**src/rtl/permutation_ctrl.sv**
```systemverilog
// Sequencing controller for the 25-bit line-permutation datapath: per line it
// reads, loads, permutes and writes back, then pulses done after LINES lines.
module permutation_ctrl #(
    parameter int unsigned LINES  = 64,
    parameter int unsigned ADDR_W = 6
) (
    input  logic              clk,
    input  logic              rst,
    input  logic              start,
    input  logic              rd_valid,
    input  logic              wr_ready,
    output logic              rd_en,
    output logic              wr_en,
    output logic [ADDR_W-1:0] addr,
    output logic              reg_clr,
    output logic              reg_ld,
    output logic              perm_sel,
    output logic              busy,
    output logic              done
);

    typedef enum logic [2:0] {
        IDLE,
        CLEAR,
        READ,
        WAIT_RD,
        PERM,
        WRITE,
        DONE
    } state_t;

    localparam logic [ADDR_W-1:0] LAST = ADDR_W'(LINES - 1);

    state_t            state;
    state_t            state_nx;
    logic [ADDR_W-1:0] cnt;
    logic [ADDR_W-1:0] cnt_nx;
    logic              wait_q;
    logic              perm_q;

    always_comb begin
        state_nx = state;
        cnt_nx   = cnt;
        case (state)
            IDLE:    if (start) state_nx = CLEAR;
            CLEAR: begin
                cnt_nx   = '0;
                state_nx = READ;
            end
            READ:    state_nx = WAIT_RD;
            WAIT_RD: if (rd_valid) state_nx = PERM;
            PERM:    state_nx = WRITE;
            WRITE: begin
                if (wr_ready) begin
                    // Counter returns to 0 on the final accept so addr reads 0 in DONE.
                    if (cnt == LAST) begin
                        cnt_nx   = '0;
                        state_nx = DONE;
                    end else begin
                        cnt_nx   = cnt + ADDR_W'(1);
                        state_nx = READ;
                    end
                end
            end
            DONE:    state_nx = IDLE;
            default: state_nx = IDLE;
        endcase
    end

    // Outputs are registered from the next state, so they decode the state register.
    always_ff @(posedge clk or posedge rst) begin
        if (rst) begin
            state   <= IDLE;
            cnt     <= '0;
            rd_en   <= 1'b0;
            wr_en   <= 1'b0;
            reg_clr <= 1'b0;
            wait_q  <= 1'b0;
            perm_q  <= 1'b0;
            busy    <= 1'b0;
            done    <= 1'b0;
        end else begin
            state   <= state_nx;
            cnt     <= cnt_nx;
            rd_en   <= (state_nx == READ);
            wr_en   <= (state_nx == WRITE);
            reg_clr <= (state_nx == CLEAR);
            wait_q  <= (state_nx == WAIT_RD);
            perm_q  <= (state_nx == PERM);
            busy    <= (state_nx == CLEAR) || (state_nx == READ) || (state_nx == WAIT_RD) ||
                       (state_nx == PERM)  || (state_nx == WRITE);
            done    <= (state_nx == DONE);
        end
    end

    assign reg_ld   = perm_q | (wait_q & rd_valid);
    assign perm_sel = perm_q;
    assign addr     = cnt;

endmodule

```
**config.mk**
```make
export PLATFORM = sky130hd
export DESIGN_NAME = permutation_ctrl
export DESIGN_NICKNAME = d
export VERILOG_FILES = /design/src/rtl/permutation_ctrl.sv
export SDC_FILE = /design/constraint.sdc
export NUM_CORES = 1
export LEC_CHECK = 0
export CORE_MARGIN = 2
export CORE_UTILIZATION = 51
export DETAILED_ROUTE_END_ITERATION = 6
export PLACE_DENSITY = 0.81
export SYNTH_ARGS = -nofsm -noshare
export SYNTH_HDL_FRONTEND = slang
export SYNTH_SLANG_ARGS = --single-unit
```
**constraint.sdc**
```tcl
create_clock -name clk -period 4.35 [get_ports clk]
set_input_delay 1.0875 -clock clk [delete_from_list [all_inputs] [get_ports clk]]
set_output_delay 1.0875 -clock clk [all_outputs]
set_load 0.02 [all_outputs]
```
==> results of run 1 <==
metrics by stage:
step	util (%)	power (W)	instance area (µm²)	setup slack (ps)	cells
final	66.8	0.000547	971	964	102
after CTS	66.8	0.000551	971	956	102
after detailed placement	65.2	0.000476	948	961	99
after global routing	66.8	0.000581	971	933	102
after floorplan	-	0.000402	771	1970	68
after global placement	65.2	0.000471	948	987	99
critical path, cell delays in order:
cell,delay (ps)
clkdlybuf4s50_1,500
a21o_1,120
clkdlybuf4s50_1,590
state kept, by name (all words and copies together), names as in the netlist:
name,cells
wr_en,1
perm_sel,1
state,3
rd_en,1
addr,6
done,1
wait_q,1
reg_clr,1
busy,1
synth_stat cells (2+ instances only):
| cell | number |
|---|---|
| and3_4 | 2 |
| inv_1 | 2 |
| nor2_1 | 5 |
| nand2b_1 | 2 |
| nand4b_1 | 2 |
| a21o_1 | 2 |
| nand3_1 | 4 |
| a21oi_1 | 2 |
| nand2_1 | 2 |
| nand4_1 | 2 |
| o21ai_0 | 5 |
| dfrtp_1 | 16 |
final timing paths:
check / start / slack, ps / to / cells past startpoint
max: rd_valid / 960 / reg_ld / 3
min: addr[2]$_DFFE_PP0P_ / 570 / addr[2]$_DFFE_PP0P_ / 1
max reg2reg: addr[0]$_DFFE_PP0P_ / 2710 / busy$_DFF_PP0_ / 5
min reg2reg: addr[2]$_DFFE_PP0P_ / 570 / addr[2]$_DFFE_PP0P_ / 1
max in group asynchronous: rst / 2800 / wr_en$_DFF_PP0_ / 2
min in group asynchronous: rst / 1170 / addr[2]$_DFFE_PP0P_ / 2
final cells by class:
cell class	count	area (µm²)
Inverter	3	11.3
Tap cell	16	20.0
Clock buffer	3	22.5
Timing Repair Buffer	17	170
Fill cell	123	483
Sequential cell	16	400
Multi-Input combinational cell	47	347
power by group through the flow:
stage	logic, W	clock network [W]	registers (W)
final	0.000234	0.0000745	0.000239
after global routing	0.000253	0.0000821	0.000246
after global placement	0.000231	0	0.000239
after detailed placement	0.000234	0	0.000241
after floorplan	0.000160	0	0.000242
after CTS	0.000236	0.0000768	0.000238
layer usage:
layer	global-route usage, %	vias to the layer above	routed length, µm	share of wire, %
met4	9.38	0	26	1.9
met1	20.1	273	584	43
met3	4.26	4	64	4.8
li1	-	284	-	-
met2	27.9	17	671	50
met5	0	-	0	0
cells by family (layout without fill, tap and decap cells):
logic type / Yosys count / after routing / share of synthesized area (%)
compound gates: 16 / 16 / 17.9
fa+ha+maj: 1 / 1 / 1.62
buf+inv: 5 / 23 / 3.08
flops: 16 / 16 / 51.9
mux: 1 / 1 / 1.46
simple gates: 29 / 29 / 24.0
==> flow_summary.toml, run 1 <==
[timing]
rsz0062_at_grt = "no"
setup_tns_ps = 0
post-route-period-util_pct = 77.8
hold_viol = 0
slew_viol_final = 0
maxSlewHeadroom_pct = 61.0
clock.fmax_mhz = 295
holdWs_ps = 565
skew_ps = 3.84
post-route-min-period_ps = 3390
worst_pin_slew_ps = 585
setup_viol = 0

[logic_synthesis]
async_flop_share_pct = 100
synthCells = 68
syn_area_per_cell_um2 = 11.3
synth_ff_type = "dfrtp_1"
yosys.area.top_type_share_pct = 51.9
syn_nets = 74
yosysWarnings = 0
synth-seq-cells = 16
ys_seq_area_share_pct = 51.9
synth_edf_count = 0
synth.distinct_cells = 34
synth_area_um2 = 771
yosys-top-cells-area = "dfrtp_1 52%, a311oi_4 3.4%, o21ai_0 3.2%"
synth_top_cell_by_area = "dfrtp_1"

[cts]
postCtsResizedCells = 0
numCtsBuffers = 3
cts-htree-levels = 1
root_buffer = "clkbuf_4"
clk_latency_ps = 280
cts_buffer_depth = 2
clock_sinks = 16
post-cts-setup-buffers = 0
tritoncts = "built"
path_clk_slew_ps = 90
hold_buffers = 0

[route]
viasPerCell = 5.67
drt_iter0_drc = 8
dr.pass1.iters = 2
wl_per_cell_um = 13.2
via_count = 578
routed_wl_um = 1350
ant_nets = 0
post-route-drc-count = 0

[critical_path]
cp-end-kind = "output port"
startpoint_type = "input pin"
cp.arrival_ps = 2300
critPathMaxFanout = 3
crit_required_ps = 3260
crit_type = "in2out"

[finish]
area_delta_synth_final_pct = 26.0
mostFrequentLayoutCells = "17 x clkdlybuf4s50_1, 16 x dfrtp_1, 5 x nor2_1, 5 x o21ai_0, 4 x nand3_1"
final_common_cell = "clkdlybuf4s50_1"
diodes = 0
drive_gt1_share_pct = 17.4
finish.net_count = 94

[placement]
place_congestion = 0.753
detailed_place_hpwl_um = 946
numPortBuffers = 17

[floorplanning]
dieArea_um2 = 1840
io_pins = 18
die_y_um = 42.9
core-area_um2 = 1450
row_count = 14
dieWidth_um = 42.9
start_util_pct = 53.0

[global_routing]
overflow = 0
first_global_vias = 540
antenna_found_initial = 0
grt_max_degree = 17
grt_usage_pct = 17.0
grt_pass1_wl_um = 2260

[power]
p_seq_share_pct = 43.6
p_leak_nw = 0.431
power_switching_w = 0.000212
p_int_w = 0.000335
clkPwrFrac_pct = 13.6
power_density_nw_per_um2 = 563
swShare_pct = 38.8
vdd_drop_max_uv = 269
pwr-share-comb_pct = 42.7

[job]
drv_cap = 0

[outcome]
status = "complete, no violations"

[min_path]
hp-class = "reg2reg"
Power figures use the tool's default switching activity.
==> run 2, diff against run 1 <==
--- a/config.mk
+++ b/config.mk
@@ -6,9 +6,9 @@
 export NUM_CORES = 1
 export LEC_CHECK = 0
 export CORE_MARGIN = 2
-export CORE_UTILIZATION = 51
+export CORE_UTILIZATION = 47
 export DETAILED_ROUTE_END_ITERATION = 6
-export PLACE_DENSITY = 0.81
+export PLACE_DENSITY = 0.76
 export SYNTH_ARGS = -nofsm -noshare
 export SYNTH_HDL_FRONTEND = slang
 export SYNTH_SLANG_ARGS = --single-unit
==> constraint.sdc (replaced) <==
create_clock -name clk -period 3.4 [get_ports clk]
set_input_delay 0.85 -clock clk [delete_from_list [all_inputs] [get_ports clk]]
set_output_delay 0.85 -clock clk [all_outputs]
set_load 0.02 [all_outputs]
==> run 2 against run 1 <==
Clock skew down 1.0 ps. Combinational power rose by 28%. Hold slack better by 12 ps. Die area rose by 7.7%. Critical path depth is the same. Core utilization shrank 2.2 points. Sequential share of layout area decreased by 0.58 points. Sequential power rose by 28%. Critical endpoint unchanged. Total power increased by 34%. Non-clock buffer count did not move. Clock-buffer cell count is 1 higher.
==> flow_summary.toml, run 2 (synthesis gave the netlist of run 1 again) <==
[route]
routed_wl_um = 1440
wl_per_cell_um = 13.9
ant_nets = 0
drt_iter0_drc = 8
dr.pass1.iters = 3
post-route-drc-count = 0
viasPerCell = 5.81
via_count = 598

[timing]
slew_viol_final = 0
skew_ps = 2.79
worst_pin_slew_ps = 596
hold_viol = 0
rsz0062_at_grt = "no"
setup_viol = 0
clock.fmax_mhz = 343
maxSlewHeadroom_pct = 60.3
post-route-min-period_ps = 2910
setup_tns_ps = 0
post-route-period-util_pct = 85.7

[critical_path]
cp.arrival_ps = 2060
crit_required_ps = 2550
cpMostUsedCell = "clkdlybuf4s50_1"
worstPathCellList = "clkdlybuf4s50_1, a21o_1, clkdlybuf4s50_1"
slowest_stage = "clkdlybuf4s50_1"
crit_type = "in2out"
path_buf_inv = 2
critPathMaxFanout = 3
cp-end-kind = "output port"
startpoint_type = "input pin"
cp_top_family = "buffers and inverters"
max_stage_delay_ps = 590

[finish]
drive_gt1_share_pct = 18.4
num-fill-cells = 134
final_area_um2 = 985
multi_input_area_um2 = 347
mostFrequentLayoutCells = "17 x clkdlybuf4s50_1, 16 x dfrtp_1, 5 x nor2_1, 5 x o21ai_0, 4 x nand3_1"
final_common_cell = "clkdlybuf4s50_1"
diodes = 0
regArea_um2 = 400
largest_reg_flops = 6
finish.net_count = 94
area_delta_synth_final_pct = 27.8

[floorplanning]
row_count = 14
die_y_um = 44.5
core-area_um2 = 1520
start_util_pct = 50.6
io_pins = 18
dieArea_um2 = 1980
dieWidth_um = 44.5

[global_routing]
first_global_vias = 551
grt_pass1_wl_um = 2440
grt_max_degree = 17
grt_usage_pct = 16.9
antenna_found_initial = 0
overflow = 0

[power]
vdd_drop_max_uv = 357
power_w = 0.000731
p_leak_nw = 0.438
power_density_nw_per_um2 = 742

[job]
drv_cap = 0

[placement]
place_congestion = 0.731
detailed_place_hpwl_um = 1020
numPortBuffers = 17
placed_area_um2 = 948

[outcome]
status = "complete, no violations"

[cts]
hold_buffers = 0
cts_buffer_depth = 2
clk_latency_ps = 280
path_clk_slew_ps = 100
clock_sinks = 16
root_buffer = "clkbuf_4"
post-cts-setup-buffers = 0
tritoncts = "built"
cts-htree-levels = 1
numCtsBuffers = 3
postCtsResizedCells = 0

[min_path]
hp-class = "reg2reg"
[run 2: changes by cell type in the layout (fill, tap and decap cells not counted)]
cell,before,now
clkbuf_8,0,1
[run 2: final timing paths]
check / start / endpoint / slack, ps / depth (start not counted)
worst max-delay path: rd_valid / reg_ld / 490 / 3
worst min-delay path: addr[4]$_DFFE_PP0P_ / addr[4]$_DFFE_PP0P_ / 580 / 1
worst max register to register: addr[0]$_DFFE_PP0P_ / busy$_DFF_PP0_ / 1740 / 5
worst min register to register: addr[4]$_DFFE_PP0P_ / addr[4]$_DFFE_PP0P_ / 580 / 1
max in group asynchronous: rst / addr[3]$_DFFE_PP0P_ / 2090 / 2
min in group asynchronous: rst / rd_en$_DFF_PP0_ / 930 / 2
[run 2: metal layers]
layer	up-vias	track usage (%)	part of all wire [%]
met5	-	0	0
met4	0	7.88	2.2
met3	4	3.67	3.4
met2	16	27.2	50
met1	292	21.6	45
li1	286	-	-
[run 2: area by class of cell]
| type | instances | area share [%] |
|---|---|---|
| Multi-Input combinational cell | 47 | 35.2 |
| Clock buffer | 4 | 3.68 |
| Timing Repair Buffer | 17 | 17.3 |
| Sequential cell | 16 | 40.7 |
| Inverter | 3 | 1.14 |
| Tap cell | 16 | 2.03 |
[run 2: worst register-to-register path, stage by stage (launching register included)]
cell and delay [ps]:
dfrtp_1 440, ha_1 250, and3_4 200, and3_4 190
a311oi_4 340, o31a_1 190
[run 2: stage by stage]
stage / worst slack [ps] / hold WS (ps) / util (%) / cells
finish: 486 / 578 / 64.6 / 103
global route: 446 / 615 / 64.6 / 103
CTS: 477 / 577 / 64.6 / 103
detailed placement: 484 / 565 / 62.2 / 99
global placement: 512 / 550 / 62.2 / 99
floorplan: 1500 / 526 / - / 68
[run 2: where the power goes]
group | leakage, nW | total (W) | switching, W | internal [W]
sequential | 0.212 | 0.000307 | 0.0000647 | 0.000242
clock | 0.0210 | 0.000125 | 0.0000598 | 0.0000651
combinational | 0.205 | 0.000299 | 0.000155 | 0.000145
